==> src/rtl/bf_pkg.sv <==
// Shared types and constants for the Brainfuck program memory.
package bf_pkg;

  // Loader states: waiting for a load request, or accepting program bytes.
  typedef enum logic {
    IDLE = 1'b0,
    LOAD = 1'b1
  } bfState_e;

  // Instruction encodings (ASCII of the Brainfuck characters), END terminates.
  localparam logic [7:0] OP_INC   = 8'h2B;  // '+'
  localparam logic [7:0] OP_DEC   = 8'h2D;  // '-'
  localparam logic [7:0] OP_RIGHT = 8'h3E;  // '>'
  localparam logic [7:0] OP_LEFT  = 8'h3C;  // '<'
  localparam logic [7:0] OP_JZ    = 8'h5B;  // '['
  localparam logic [7:0] OP_JNZ   = 8'h5D;  // ']'
  localparam logic [7:0] OP_OUT   = 8'h2E;  // '.'
  localparam logic [7:0] OP_IN    = 8'h2C;  // ','
  localparam logic [7:0] OP_END   = 8'h00;  // end of program

endpackage

==> src/rtl/bf_prog_ram.sv <==
// Program byte storage: one write port, one synchronous read port, no reset.
module bf_prog_ram #(
  parameter int ADDR_W = 4,
  parameter int DATA_W = 8
) (
  input  logic              clk_i,
  input  logic              wrEn_i,
  input  logic [ADDR_W-1:0] wrAddr_i,
  input  logic [DATA_W-1:0] wrData_i,
  input  logic [ADDR_W-1:0] rdAddr_i,
  output logic [DATA_W-1:0] rdData_o
);

  localparam int DEPTH = 1 << ADDR_W;

  logic [DATA_W-1:0] mem [DEPTH];

  // Write the accepted byte and register the read word every cycle.
  always_ff @(posedge clk_i) begin
    if (wrEn_i) begin
      mem[wrAddr_i] <= wrData_i;
    end
    rdData_o <= mem[rdAddr_i];
  end

endmodule

==> src/rtl/bf_prog_mem.sv <==
// Program memory with a streaming loader and a length-masked fetch port.
module bf_prog_mem
  import bf_pkg::*;
#(
  parameter int ADDR_W = 4,
  parameter int DATA_W = 8
) (
  input  logic              clk,
  input  logic              reset,
  input  logic [ADDR_W-1:0] addrIn,
  output logic [DATA_W-1:0] dataOut,
  input  logic              load_start,
  input  logic              load_valid,
  input  logic [DATA_W-1:0] load_data,
  input  logic              load_last,
  output logic              load_ready,
  output logic              busy,
  output logic [ADDR_W:0]   prog_len,
  output logic              overflow
);

  bfState_e          state_q, state_d;
  logic [ADDR_W-1:0] wrPtr_q, wrPtr_d;
  logic [ADDR_W:0]   progLen_q, progLen_d;
  logic              overflow_q, overflow_d;
  logic              readValid_q, readValid_d;
  logic              loading;
  logic              accept;
  logic              atEnd;
  logic [DATA_W-1:0] ramData;

  bf_prog_ram #(
    .ADDR_W(ADDR_W),
    .DATA_W(DATA_W)
  ) u_ram (
    .clk_i   (clk),
    .wrEn_i  (accept),
    .wrAddr_i(wrPtr_q),
    .wrData_i(load_data),
    .rdAddr_i(addrIn),
    .rdData_o(ramData)
  );

  // A byte is taken only while loading, and never in a cycle that restarts the load.
  always_comb begin
    loading = (state_q == LOAD);
    accept  = load_valid && loading && !load_start;
    atEnd   = &wrPtr_q;
  end

  // State register.
  always_ff @(posedge clk or posedge reset) begin
    if (reset) begin
      state_q <= IDLE;
    end else begin
      state_q <= state_d;
    end
  end

  // Next state: start (or restart) enters LOAD; the last byte or a full memory ends it.
  always_comb begin
    state_d = state_q;
    case (state_q)
      IDLE: begin
        if (load_start) begin
          state_d = LOAD;
        end
      end
      LOAD: begin
        if (load_start) begin
          state_d = LOAD;
        end else if (accept && (load_last || atEnd)) begin
          state_d = IDLE;
        end
      end
      default: state_d = IDLE;
    endcase
  end

  // Loader datapath: write pointer, program length and the sticky overflow flag.
  always_comb begin
    wrPtr_d    = wrPtr_q;
    progLen_d  = progLen_q;
    overflow_d = overflow_q;
    if (load_start) begin
      wrPtr_d    = '0;
      progLen_d  = '0;
      overflow_d = 1'b0;
    end else if (accept) begin
      wrPtr_d = wrPtr_q + ADDR_W'(1);
      if (load_last) begin
        progLen_d = {1'b0, wrPtr_q} + (ADDR_W+1)'(1);
      end else if (atEnd) begin
        progLen_d  = {1'b1, {ADDR_W{1'b0}}};
        overflow_d = 1'b1;
      end
    end
  end

  // Fetch is only meaningful when idle and inside the loaded program.
  always_comb begin
    readValid_d = !loading && ({1'b0, addrIn} < progLen_q);
  end

  // Loader and fetch-qualifier registers; memory contents are deliberately not reset.
  always_ff @(posedge clk or posedge reset) begin
    if (reset) begin
      wrPtr_q     <= '0;
      progLen_q   <= '0;
      overflow_q  <= 1'b0;
      readValid_q <= 1'b0;
    end else begin
      wrPtr_q     <= wrPtr_d;
      progLen_q   <= progLen_d;
      overflow_q  <= overflow_d;
      readValid_q <= readValid_d;
    end
  end

  // Outputs: stale or out-of-range words read as END, and nothing leaks out mid-load.
  always_comb begin
    load_ready = loading;
    busy       = loading;
    prog_len   = progLen_q;
    overflow   = overflow_q;
    dataOut    = (readValid_q && !loading) ? ramData : '0;
  end

endmodule

==> config.mk <==
export PLATFORM = sky130hd
export DESIGN_NAME = bf_prog_mem
export DESIGN_NICKNAME = d
export VERILOG_FILES = /design/src/rtl/bf_pkg.sv /design/src/rtl/bf_prog_ram.sv /design/src/rtl/bf_prog_mem.sv
export SDC_FILE = /design/constraint.sdc
export NUM_CORES = 1
export LEC_CHECK = 0
export BUFFER_PORTS_ARGS = -buffer_cell sky130_fd_sc_hd__buf_2
export CAP_MARGIN = 20
export CORE_MARGIN = 3
export CORE_UTILIZATION = 45
export CTS_CLUSTER_DIAMETER = 60
export CTS_CLUSTER_SIZE = 25
export DETAILED_ROUTE_END_ITERATION = 10
export HOLD_SLACK_MARGIN = 0.08
export PLACE_DENSITY_LB_ADDON = 0.1
export SETUP_SLACK_MARGIN = 0.3
export SLEW_MARGIN = 30
export SYNTH_ARGS = -nofsm -noshare
export SYNTH_HDL_FRONTEND = slang
export SYNTH_HIERARCHICAL = 1
export SYNTH_SLANG_ARGS = --single-unit
==> constraint.sdc <==
create_clock -name clk -period 5.8 [get_ports clk]
set_clock_uncertainty 0.2 [all_clocks]
set_input_delay 0.58 -clock clk [delete_from_list [all_inputs] [get_ports clk]]
set_output_delay 0.58 -clock clk [all_outputs]
set_load 0.005 [all_outputs]
After elaboration in Yosys (flattened, before gate mapping) --
Memory sizes are Yosys's and may differ from the RTL's. A register that Yosys moved wholly into a read port is not among the register bits. Index checks and enable logic that the tools add are counted. W data, S select, Z words.
Operators by class: bitwise operators 1, equal/unequal tests 1, $lt $le $gt $ge 1, reductions and logical operators 14, muxes and demuxes 17, $add $sub $neg 2
Operators with widths (number):
- $mux W5 | 4
- $mux W1 | 9
- $mux W4 | 2
- $mux W8 | 1
- $add A4 B1 Y5 const B | 1
- $logic_and A1 B1 Y1 | 5
- $lt A4 B5 Y1 | 1
- $add A4 B1 Y4 const B | 1
- $reduce_and A4 Y1 | 1
- $reduce_bool A2 Y1 | 2
- $reduce_and A3 Y1 | 1
- $reduce_bool A3 Y1 | 1
- $logic_not A1 Y1 | 2
- $ne A2 B2 Y1 const B | 1
- $pmux W1 S2 | 1
- $reduce_and A2 Y1 | 1
- $logic_or A1 B1 Y1 | 1
- $not A1 Y1 | 1
Storage, ports and cells: memories kept 1, bits in writable memories 128, bits in registers 12, word-level logic and storage cells 42, output and inout bits 16, input bits 17
Memory list:
- u_ram.mem | depth 16, bits a word 8, read ports 1, clocked after memory_dff 1, wr ports 1, RTL line bf_prog_ram.sv:16 | logic [DATA_W-1:0] mem [DEPTH];

Longest topological paths before layout --
Gate-level depths: netlist (run 1).
word-level depth 6, gate-level depth with buffers 5, mapped depth without buffers 5

Modules after synthesis --
Netlist (run 1), hierarchy kept.
By module, submodules not included:
- bf_prog_ram | cells an instance 229, area each 5147.4 µm², seq. area each 4003.8 µm², instances 1
- bf_prog_mem | cells an instance 72, area each 686.9 µm², seq. area each 300.3 µm², instances 1

Worst setup path before layout (run 1) --
No wires, ideal clock.
path kind input to register, start point input load_start, end point memory u_ram.mem[0][0], enable pin, setup time 0.383 ns, stages on the path 4, data required time 5.217 ns, buffers on the path 1, path slack 3.156 ns, arrival time 2.061 ns, path through clkbuf_1 > nor2_1 > or3b_2 > nor3_1
Between the ends: word-level cells in the longest chain between the ends 4
RTL lines:
- start, declared | RTL line bf_prog_mem.sv:12 | input logic load_start,
- $logic_not A1 Y1 | RTL line bf_prog_mem.sv:47 | accept = load_valid && loading && !load_start;
- $logic_and A1 B1 Y1 | RTL line bf_prog_mem.sv:47
- via accept | RTL line bf_prog_mem.sv:28 | logic accept;
- $mux W1 | RTL line bf_prog_ram.sv:20 | if (wrEn_i) begin
- $mux W1 (not written as such) | RTL line bf_prog_ram.sv:21 | mem[wrAddr_i] <= wrData_i;
- end, declared | RTL line bf_prog_ram.sv:16
The timed path passes the listed nets, and every way through them passes these cells.

Worst setup path after layout (run 1) --
start point register state_q (netlist: busy), end point memory u_ram.mem[1][7], enable pin
Between the ends: word-level cells in the longest chain between the ends 4
RTL lines:
- start, declared | RTL line bf_prog_mem.sv:22 | bfState_e state_q, state_d;
- start signal, assigned | RTL line bf_prog_mem.sv:56 | state_q <= state_d;
- $logic_and A1 B1 Y1 (2 in series) | RTL line bf_prog_mem.sv:47
- via accept | RTL line bf_prog_mem.sv:28
- $mux W1 | RTL line bf_prog_ram.sv:20
- $mux W1 (not written as such) | RTL line bf_prog_ram.sv:21
The timed path passes the listed nets, and every way through them passes these cells.

==> flow_summary.ini, run 1 <==
[run_status]
status = completed

[floorplan]
die_area_sq_um = 14400
io_pins = 33
rows = 40
start_util_pct = 47.2
core_sq_um = 12400
die_width_microns = 120
dieHeight_microns = 120

[timing]
worst_pin_slew_ps = 991
timing.fmax_mhz = 377
rsz0062_at_grt = false
slew_viol_final = 0
maxSlewHeadroom_pct = 33.7
fin_crit_ps = 2650
timing.final.crit_share_pct = 45.7
setup_viol = 0
fin_tns_setup_ps = 0
hold_violations = 0

[drt]
dr.pass1.iters = 4
vias_per_cell = 5.37
drtAntennaViolNets = 0
drc_errors = 0
wl_per_cell_microns = 21.4
via_count = 2808
drtIter0Drc = 266
wirelength_microns = 11200

[cts]
post-cts-setup-buffers = 0
hold_buffers = 1
cts_resized = 0
worstSkewPairLatency_ps = 410
cts_sinks = 148
htree_num_levels = 4
cts_tree = built
clockRootBuffer = clkbuf_16
cts_buffer_depth = 2
cts_buffers = 17
clk_pin_slew_worst_paths_ps = 50

[hold_path]
worstHoldPathType = in -> reg
whs_path_depth = 3
hold_end = overflow
holdCritStartpoint = load_last

[power_and_ir_drop]
clkPwrFrac_pct = 48.0
switching_share_pct = 18.5
p_seq_share_pct = 48.0
power_density_nw_per_um2 = 363
peakVddDrop_mv = 0.271
p_comb_share_pct = 4.0
leakage_nw = 2.36
power_switching_uw = 455
fin_total_pwr_mw = 2.46
internal_power_mw = 2.01

[synth]
ys_types = 38
synth_area_sq_um = 5830
syn_avg_cell_area_sq_um = 19.4
synth_top_area_share_pct = 65.9
async_reset_ff_share_pct = 8.11
synthTopCellsByArea = edfxtp_1, mux4_2, mux4_1, dfrtp_1, dfxtp_1
synth_top_area_cell = edfxtp_1
synth-edff-count = 128
synthFlopType = edfxtp_1
synth_nets = 322
ys_seq_area_share_pct = 73.8
yosysWarnings = 6
synth_seq_cells = 148
synthCells = 301

[grt]
grt_max_degree = 34
grt_pass1_wl_microns = 17000
grt_overflow = 0
antenna_found_initial = 0
grt_pass1_vias = 2790
grtUsageTotal_pct = 16.8

[worst_setup_path]
r2r-end = u_ram/mem[1][7]
critPathRequiredTime_ps = 5640
worst-r2r-cell-count = 4
arrival_ps = 2490
r2r_setup_slack_ps = 3150
critPathKind = reg -> reg
worstSetupEndpointType = flop
cp_max_fo = 9
r2r_start = busy
critPathLaunchType = flop

[cells_and_area]
n_fill_cell = 960
drive_above_1_share_pct = 24.5
fin_nets = 365
num_antenna_cells = 0
area_growth_pct = 16.4

[place]
gp_congestion = 0.781
port-buffer-count = 32
place_hpwl_microns = 7110

[run]
drv_cap = 0
[worst max path at each step]
stage / startpoint / end / depth (start not counted)
2_1_floorplan: load_start / u_ram/mem[0][0] / 4
3_3_place_gp: load_valid / u_ram/mem[0][1] / 5
3_5_place_dp: load_valid / u_ram/mem[0][1] / 5
4_1_cts: busy / u_ram/mem[0][0] / 4
5_1_grt: busy / u_ram/mem[2][7] / 4
6_report: busy / u_ram/mem[1][7] / 4
[state kept, by name, summed over array words and instances (netlist names)]
signal and count:
u_ram/mem 128, u_ram/rdData_o 8, prog_len 5, wrPtr_q 4, busy 1, overflow 1, readValid_q 1
[Yosys cell counts (2+ instances only)]
cell / number
nand2b_1: 6
nor3_1: 4
ha_1: 4
edfxtp_1: 128
nand3b_1: 2
inv_1: 5
nor2_1: 19
nand2_1: 10
o32ai_1: 3
xor2_1: 3
buf_6: 3
mux4_1: 14
or3_1: 3
nand3_1: 6
and2_1: 9
buf_2: 3
nor2b_1: 2
dfrtp_1: 12
dfxtp_1: 8
buf_4: 2
clkdlybuf4s25_2: 3
a22oi_1: 16
a21oi_1: 4
mux4_2: 18
[power groups by stage]
| stage | Clock, mW | Combinational (mW) | Sequential (mW) |
|---|---|---|---|
| final | 1.18 | 0.0991 | 1.18 |
| after detailed placement | 0 | 0.101 | 1.20 |
| after global placement | 0 | 0.0991 | 1.20 |
| after floorplan | 0 | 0.0633 | 1.20 |
| after global routing | 1.25 | 0.110 | 1.18 |
| after CTS | 1.21 | 0.102 | 1.18 |
[cells by family after synthesis]
group	Yosys count	synth area share (%)
AO/OA/AOI/OAI	30	3.75
multiplexers	32	13.3
AND/OR/NAND/NOR	66	5.77
flip-flops	148	73.8
XOR/XNOR	4	0.601
buffers and inverters	17	1.99
adder cells (fa/ha/maj)	4	0.858
[critical path, cell delays in order, from the launching register on]
cell and delay, ps:
dfrtp_1 510, nand2_2 170, nor2_1 230, or3b_2 530, nor2_1 640
[stage by stage]
step | worst slack (ps) | hold WS (ps) | instances | area [sq um] | util, %
3_5_place_dp | 2620 | 311 | 492 | 6130 | 49.6
4_1_cts | 2800 | 254 | 523 | 6790 | 54.9
6_report | 3150 | 275 | 523 | 6790 | 54.9
3_3_place_gp | 2880 | 314 | 492 | 6130 | 49.6
5_1_grt | 2960 | 263 | 523 | 6790 | 54.9
2_1_floorplan | 3160 | 245 | 301 | 5830 | -
[cell usage in the layout (no fill, tap or decap), drive strengths merged, types with 5 or more instances in the layout]
master and count:
edfxtp 128, a22oi 16, inv 5, clkbuf 18, nand3 6, buf 35, dfxtp 8, clkinv 5
bufinv 6, and2 9, nand2 11, nand2b 6, nor2 19, mux4 32, dfrtp 12
[layout make-up]
class                   count  area [sq um]  share of cell area, %
clock buffers              18           429                   6.32
flip-flops and latches    148          4300                   63.4
multi-input cells         136          1420                   21.0
clock inverters            12           211                   3.11
repair buffers             36           193                   2.84
well taps                 168           210                   3.10
inverters                   5          18.8                  0.276
[per-layer routing]
layer  global-route usage, %  share of wire (%)  vias to the layer above
met1                    23.1                 46                     1424
met3                    5.09                3.8                        8
met2                    25.8                 49                       64
li1                        -                  -                     1312
met4                    5.58               0.99                        0
met5                       0                  0                        -
(Power assumes the default switching activity.)
==> run 2: changes to the inputs <==
Clock period 5.8 ns to 2.3 ns, I/O delays scaled along.
==> flow_summary.ini, run 2 (same netlist as run 1, synthesis figures left out) <==
[cts]
worstSkewPairLatency_ps = 410
clk_pin_slew_worst_paths_ps = 60
clockRootBuffer = clkbuf_16
cts_tree = built
htree_num_levels = 4
cts_sinks = 148
cts_buffers = 17
cts_buffer_depth = 2

[grt]
grt_pass1_wl_microns = 18200
grt_pass1_vias = 3026
grt_max_degree = 34
antenna_found_initial = 0
grt_overflow = 0
grtUsageTotal_pct = 17.7

[worst_setup_path]
r2r_setup_slack_ps = 350
crit_top_cell = buf_6
worst-r2r-cell-count = 4
r2r_start = wrPtr_q[1]
critPathLaunchType = flop
arrival_ps = 1530
cp_slowest_stage_delay_ps = 410
slowest_stage = dfrtp_2
worstSetupEndpointType = output pin
crit_chain = buf_6, and2b_4, and2_4, buf_6
crit_buf_inv = 2
critPathLaunch = busy
r2r-end = wrPtr_q[1]
path_delay_family = simple AND/OR/NAND/NOR gates
critical_path.endpoint = dataOut[0]
cp_max_fo = 8
cp.depth = 4
critPathRequiredTime_ps = 1870
critPathKind = reg -> out

[power_and_ir_drop]
power_density_nw_per_um2 = 843
fin_total_pwr_mw = 6.05
peakVddDrop_mv = 0.474
leakage_nw = 2.52

[timing]
worst_pin_slew_ps = 528
timing.fmax_mhz = 510
rsz0062_at_grt = true
timing.final.crit_share_pct = 85.2
whs_ps = 105
fin_crit_ps = 1960
hold_violations = 0
fin_tns_setup_ps = 0
setup_viol = 0
maxSlewHeadroom_pct = 64.6
slew_viol_final = 0

[floorplan]
io_pins = 33
die_width_microns = 120
dieHeight_microns = 120
start_util_pct = 47.2
rows = 40
core_sq_um = 12400
die_area_sq_um = 14400

[place]
port-buffer-count = 32
gp_congestion = 0.782
place_hpwl_microns = 7560

[drt]
drc_errors = 0
drtAntennaViolNets = 0
wl_per_cell_microns = 21.0
drtIter0Drc = 213
wirelength_microns = 11700
vias_per_cell = 5.32
dr.pass1.iters = 4
via_count = 2975

[cells_and_area]
fin_nets = 399
regMostFlops = u_ram/mem
drive_above_1_share_pct = 29.4
largest_reg_flops = 128
n_fill_cell = 974
num_antenna_cells = 0
area_growth_pct = 23.0
final_cell_mix = edfxtp_1, buf_2, mux4_2
final_common_cell = edfxtp_1

[run_status]
status = completed

[hold_path]
holdCritStartpoint = addrIn[3]
worstHoldPathType = in -> reg

[run]
drv_cap = 0
[run 2: cell types whose count changed in the layout (fill, tap and decap cells not counted), moves of 6 or more]
cell | previous run | this run
and2_1 | 9 | 3
dlygate4sd3_1 | 1 | 17
buf_4 | 3 | 17
buf_6 | 0 | 7
buf_2 | 32 | 26
and2_4 | 0 | 6
[run 2: cell type report]
type | count | area [sq um] | area share (%)
clock inverters | 13 | 163 | 2.27
repair buffers | 70 | 567 | 7.90
flip-flops and latches | 148 | 4310 | 60.0
clock buffers | 19 | 433 | 6.03
well taps | 168 | 210 | 2.93
multi-input cells | 136 | 1480 | 20.6
inverters | 5 | 18.8 | 0.262
[run 2: metrics by stage]
stage	cells	setup slack [ps]	utilization [%]	area, sq um
floorplan	301	292	-	5870
global placement	507	293	51.0	6300
detailed placement	507	245	51.0	6300
CTS	556	270	57.3	7080
global route	559	263	58.1	7180
finish	559	339	58.1	7180
[run 2: how the worst min path moves through the flow]
stage,endpoint,depth (start not counted)
after floorplan,overflow,1
after global placement,wrPtr_q[0],2
after detailed placement,wrPtr_q[2],2
after CTS,wrPtr_q[3],4
after global routing,wrPtr_q[3],4
final,readValid_q,5
[run 2: power breakdown]
| part | internal, mW | switching [mW] | leakage, nW |
|---|---|---|---|
| clock network | 1.79 | 0.978 | 0.292 |
| logic | 0.141 | 0.160 | 0.850 |
| registers | 2.96 | 0.0262 | 1.38 |
| total | 4.89 | 1.16 | 2.52 |
[run 2: what timing repair did]
action / CTS / global route
pin swaps: 0 / 7
setup buffers: 0 / 3
resized for setup: 3 / 15
endpoints found under the hold margin: 152 / 0
setup endpoints to repair: 23 / 25
hold buffers: 17 / 0
[run 2: per-layer routing]
metal	part of all wire [%]	wire length (microns)	global-route usage, %	up-vias
li1	-	-	-	1379
met1	47	5500	25.6	1518
met2	47	5550	26.8	63
met3	4.4	515	4.01	15
met4	1.3	155	6.01	0
met5	0	0	0	-
[run 2: worst min-delay path, stage by stage]
cell and delay, ps:
buf_2 120, ha_1 150, a21oi_1 40, nor2_1 80, a311oi_1 50
